<file path="src/rtl/bcd_stream_sched.sv">
// Two-requester round-robin scheduler feeding a BCD digit serialiser.
// Ports: clk/rst_n; reqN_valid/reqN_num/reqN_ready per requester;
// out_valid/out_ready/out_digit/out_last/out_src stream; busy,
// frame_done/frame_err status. Define BCD_ASCII_OUT_EN for ASCII digits.
module bcd_stream_sched #(
  parameter int NDIG = 11,
  parameter int GAP  = 0
) (
  input  logic              clk,
  input  logic              rst_n,
  input  logic              req0_valid,
  input  logic [4*NDIG-1:0] req0_num,
  output logic              req0_ready,
  input  logic              req1_valid,
  input  logic [4*NDIG-1:0] req1_num,
  output logic              req1_ready,
  output logic              out_valid,
  input  logic              out_ready,
  output logic [7:0]        out_digit,
  output logic              out_last,
  output logic              out_src,
  output logic              busy,
  output logic              frame_done,
  output logic              frame_err
);

  localparam int W  = 4 * NDIG;
  localparam int CW = (NDIG > 1) ? $clog2(NDIG) : 1;
  localparam logic [CW-1:0] LAST = CW'(NDIG - 1);

  typedef enum logic [1:0] {
    IDLE,
    SEND,
    WAIT,
    DONE
  } state_e;

  state_e        state_q;
  logic [W-1:0]  shift_q;
  logic [CW-1:0] cnt_q;
  logic [3:0]    gap_q;
  logic          rr_q;
  logic          src_q;
  logic          err_q;

  logic       idle;
  logic       gnt0;
  logic       gnt1;
  logic       bad;
  logic [3:0] nib;
  logic [7:0] enc;

  assign idle = (state_q == IDLE);

  // Contention goes to the requester the pointer names.
  assign gnt0 = req0_valid && (!req1_valid || !rr_q);
  assign gnt1 = req1_valid && (!req0_valid || rr_q);

  assign req0_ready = idle && gnt0;
  assign req1_ready = idle && gnt1;

  assign nib = shift_q[3:0];
  assign bad = (nib > 4'd9);

`ifdef BCD_ASCII_OUT_EN
  assign enc = bad ? 8'h3F : (8'h30 + {4'h0, nib});
`else
  assign enc = bad ? 8'hFF : {4'h0, nib};
`endif

  assign out_valid  = (state_q == SEND);
  assign out_digit  = out_valid ? enc : 8'h00;
  assign out_last   = out_valid && (cnt_q == LAST);
  assign out_src    = src_q;
  assign busy       = !idle;
  assign frame_done = (state_q == DONE);
  assign frame_err  = (state_q == DONE) && err_q;

  always_ff @(posedge clk or negedge rst_n) begin
    if (!rst_n) begin
      state_q <= IDLE;
      shift_q <= '0;
      cnt_q   <= '0;
      gap_q   <= '0;
      rr_q    <= 1'b0;
      src_q   <= 1'b0;
      err_q   <= 1'b0;
    end else begin
      unique case (state_q)
        IDLE: begin
          if (req0_valid || req1_valid) begin
            shift_q <= gnt1 ? req1_num : req0_num;
            src_q   <= gnt1;
            cnt_q   <= '0;
            err_q   <= 1'b0;
            rr_q    <= ~gnt1;
            state_q <= SEND;
          end
        end
        SEND: begin
          if (out_ready) begin
            err_q   <= err_q | bad;
            shift_q <= shift_q >> 4;
            // Counter parks on the last index; no wrap.
            if (cnt_q == LAST) begin
              state_q <= DONE;
            end else begin
              cnt_q <= cnt_q + 1'b1;
              if (GAP > 0) begin
                gap_q   <= 4'(GAP);
                state_q <= WAIT;
              end
            end
          end
        end
        WAIT: begin
          gap_q <= gap_q - 4'd1;
          if (gap_q <= 4'd1) begin
            state_q <= SEND;
          end
        end
        DONE: begin
          state_q <= IDLE;
        end
      endcase
    end
  end

endmodule

</file>
<file path="config.mk">
export PLATFORM = sky130hd
export DESIGN_NAME = bcd_stream_sched
export DESIGN_NICKNAME = d
export VERILOG_FILES = /design/src/rtl/bcd_stream_sched.sv
export SDC_FILE = /design/constraint.sdc
export NUM_CORES = 1
export LEC_CHECK = 0
export ABC_CLOCK_PERIOD_IN_PS = 2800
export BUFFER_PORTS_ARGS = -buffer_cell sky130_fd_sc_hd__buf_4
export CORE_ASPECT_RATIO = 0.9
export CORE_MARGIN = 5
export CORE_UTILIZATION = 28
export CTS_CLUSTER_SIZE = 20
export DETAILED_ROUTE_END_ITERATION = 10
export PLACE_DENSITY = 0.57
export SYNTH_ARGS = -nofsm -noshare
export SYNTH_HDL_FRONTEND = slang
export SYNTH_SLANG_ARGS = --single-unit
</file>
<file path="constraint.sdc">
create_clock -name clk -period 2.8 [get_ports clk]
set_input_delay 0.42 -clock clk [delete_from_list [all_inputs] [get_ports clk]]
set_output_delay 0.42 -clock clk [all_outputs]
set_load 0.03 [all_outputs]
</file>
==> reports/metrics.cfg <==
[timing]
finalSetupTns_ns = 0
hold_slack_ns = 0.1562
transition_time_at_the_pin_with_the_least_slew_margin_ns = 0.9290
slew_headroom_pct = 37.92
max_clock_freq_ghz = 0.4231
drv_slew = 0
rsz0062_at_grt = no
final_hold_viol_count = 0
finalCritPeriodShare_pct = 84.41
post-route-worst-setup-slack_ns = 0.4366
layout_min_cycle_time_ns = 2.363
setup-violations-final = 0
setup_skew_ns = 0.007196

[critical_path]
cpPeakStageDelay_ns = 0.61
critPathRequiredTime_ns = 2.38
cp_num_buf_inv = 3
start_kind = register
cp.arrival_ns = 1.94
worstSetupEndpointType = output port
most_repeated_library_cell_on_the_critical_path = buf_4
worst-setup-path-type = reg -> out
cpLargestDelayFamily = buffers and inverters
crit_chain = nand2b_1 -> clkinv_1 -> buf_4 -> buf_4
critPathMaxFanout = 40
crit_slowest_cell = dfrtp_1

[place]
pre_cts_ws_ns = 0.7807
place.port_buffers = 108
post-dp-hpwl_um = 7107
placed_cells = 612
place.gp.congestion = 0.7855
placedInstanceArea_sq_um = 4205

[clock_tree]
cts_resized = 0
cts_hold_buffers = 0
clock-sinks = 57
number_of_setup_buffers_added_after_cts = 0
clock_transition_at_the_register_clock_pins_on_the_worst_setup_and_hold_paths_after_cts_ns = 0.05
cts_made_buffers = 9
tritoncts = yes
htree_levels = 3
clockRootBuffer = clkbuf_16
max-clock-path-buffers = 2
clk_latency_ns = 0.33

[synth]
synth-simple-area-share_pct = 10.40
synth_adder_area_share_pct = 1.519
synth_area_per_cell_sq_um = 8.650
seq_area_frac_synth_pct = 43.28
yosys_warnings = 0
yosysTopAreaCellShare_pct = 43.28
netlist_area_sq_um = 3296
synth_fp_nets = 478
synthCells = 381
yosysTopAreaCell = dfrtp_1
yosys.area_share.xor_xnor_pct = 1.063
dominant_combinational_cell_family_by_area_after_synthesis = compound AO/OA/AOI/OAI gates
synth.lib_cells_used.distinct = 36
synth.area.mux_share_pct = 1.215
ys_seq_elements = 57
area_fraction_in_compound_gates_after_synthesis_pct = 36.33
cells_taking_the_most_area_after_synthesis = dfrtp_1 (43%), a21oi_1 (13%), a31o_2 (11%)

[power]
power.share.sequential_pct = 34.7
max-vdd-ir-drop_v = 0.0002422
p_sw_share_pct = 35.56
totalPowerFinal_mw = 3.641
comb_power_share_pct = 35.5
power.internal_mw = 2.346
power.density_nw_per_um2 = 809.9
net_switching_mw = 1.295
clkPwrFrac_pct = 29.7
leakagePower_nw = 2.016

[routing]
post_drt_wl_per_cell_um = 16.26
detail_route.iter0.violations = 193
antenna_violating_nets_left = 0
postRouteWirelength_um = 10210
firstDrtPassIters = 4
detail_route.drc_violations = 0
detail_route.vias_per_cell = 5.061
vias = 3178

[floorplan]
die_x_um = 124.4
io_pins = 109
start_util_pct = 28.71
die_area_sq_um = 14040
cell_rows = 37
die_h_um = 112.9
core_area_sq_um = 11480

[final_layout]
mostFrequentLayoutCell = buf_4
n_antenna_cell = 0
fin_cells = 628
final_core_util_pct = 39.16
layout-area-overhead-vs-synth_pct = 36.41
final_nets = 564
layout_common_cells = buf_4 (117), a21oi_1 (86), dfrtp_1 (57)
layout.cell_area.non_filler_sq_um = 4496
fraction_of_layout_cells_with_a_size_suffix_above_1_pct = 36.86

[global_route]
initial_antenna_violation_count = 0
grt_first_pass_wirelength_um = 16790
grt_start_max_net_pins = 58
grt_total_ovfl = 0
track_usage_pct = 14.70
via_count_of_the_first_global_routing_pass = 3217

[flow_run]
maxCapViolations = 0

[outcome]
run_status = finished, final reports clean

[worst_hold_path]
worstHoldPathType = in -> async

-- layout make-up --
cell class	count	area, sq um
tap	156	195.2
inverter	7	26.28
timing repair buffer	117	878.3
fill	1192	6985
clock inverter	3	40.04
clock buffer	13	250.2
sequential	57	1426
multi-input combinational	275	1679
-- worst register-to-register path: cells and delay by family, from the launching register on --
| kind | cells | cell delay, ns |
|---|---|---|
| and+or+nand+nor | 2 | 0.71 |
| DFF | 1 | 0.61 |
| AOI/OAI and AO/OA | 2 | 0.39 |
| buffers and inverters | 1 | 0.24 |
-- power by group through the flow --
stage | Clock (mW) | Combinational (mW) | Sequential, mW
3_5_place_dp | 0 | 1.31 | 1.27
2_1_floorplan | 0 | 0.910 | 1.23
5_1_grt | 1.15 | 1.45 | 1.30
6_report | 1.08 | 1.29 | 1.26
3_3_place_gp | 0 | 1.29 | 1.27
4_1_cts | 1.10 | 1.31 | 1.26
-- cell families (layout without fill, tap and decap cells) --
kind of cell,after synthesis,count (layout)
AND/OR/NAND/NOR,79,79
adder cells (fa/ha/maj),4,4
multiplexers,4,4
flip-flops,57,57
AO/OA/AOI/OAI,184,184
XOR/XNOR,4,4
buffers and inverters,49,140
-- flip-flops by register name, summed over array words and instances, names as in the netlist --
register	flops
err_q	1
out_src	1
shift_q	44
rr_q	1
gap_q	4
state_q	2
cnt_q	4
-- path summary, 6_finish.rpt --
check	to	start	depth (start not counted)	slack, ns
worst min register to register	gap_q[3]$_DFFE_PN0N_	gap_q[3]$_DFFE_PN0N_	1	0.47
max in group asynchronous	rr_q$_DFFE_PN0P_	rst_n	1	2.14
worst max register to register	cnt_q[1]$_DFFE_PN0P_	state_q[0]$_DFFE_PN0P_	5	0.79
min in group clk	rr_q$_DFFE_PN0P_	req1_valid	2	0.39
worst min-delay path	shift_q[10]$_DFFE_PN0P_	rst_n	1	0.16
worst max-delay path	out_valid	state_q[0]$_DFFE_PN0P_	4	0.44
-- layer usage --
layer | share of wire [%] | track usage (%)
met1 | 46 | 20.14
met2 | 47 | 23.34
met3 | 5.8 | 3.870
met4 | 0.52 | 3.506
met5 | 0 | 0
-- cells in the mapped netlist --
cell       n
o32ai_1    1
a22o_1     1
nand2b_1   3
and3b_1    1
or3_1      1
dfrtp_1   57
o22ai_1    1
or4_1      1
buf_2      4
nor2b_1    2
a31oi_1    1
xor2_1     1
a21oi_1   86
o21a_1     1
clkinv_1   1
nor3_1     1
a31o_2    40
and2_1     4
ha_1       4
a32o_1     1
a21boi_0   1
o41ai_1    1
mux2i_1    4
a21o_1     1
nand3_1    1
o31ai_1   40
nor4_1     2
nand2_1   50
nor2_1    11
inv_1      6
and3_1     2
buf_1      2
xnor2_1    3
buf_4      4
o21ai_0    9
clkbuf_1  32
Note: power is estimated with default switching activity, not from simulation.
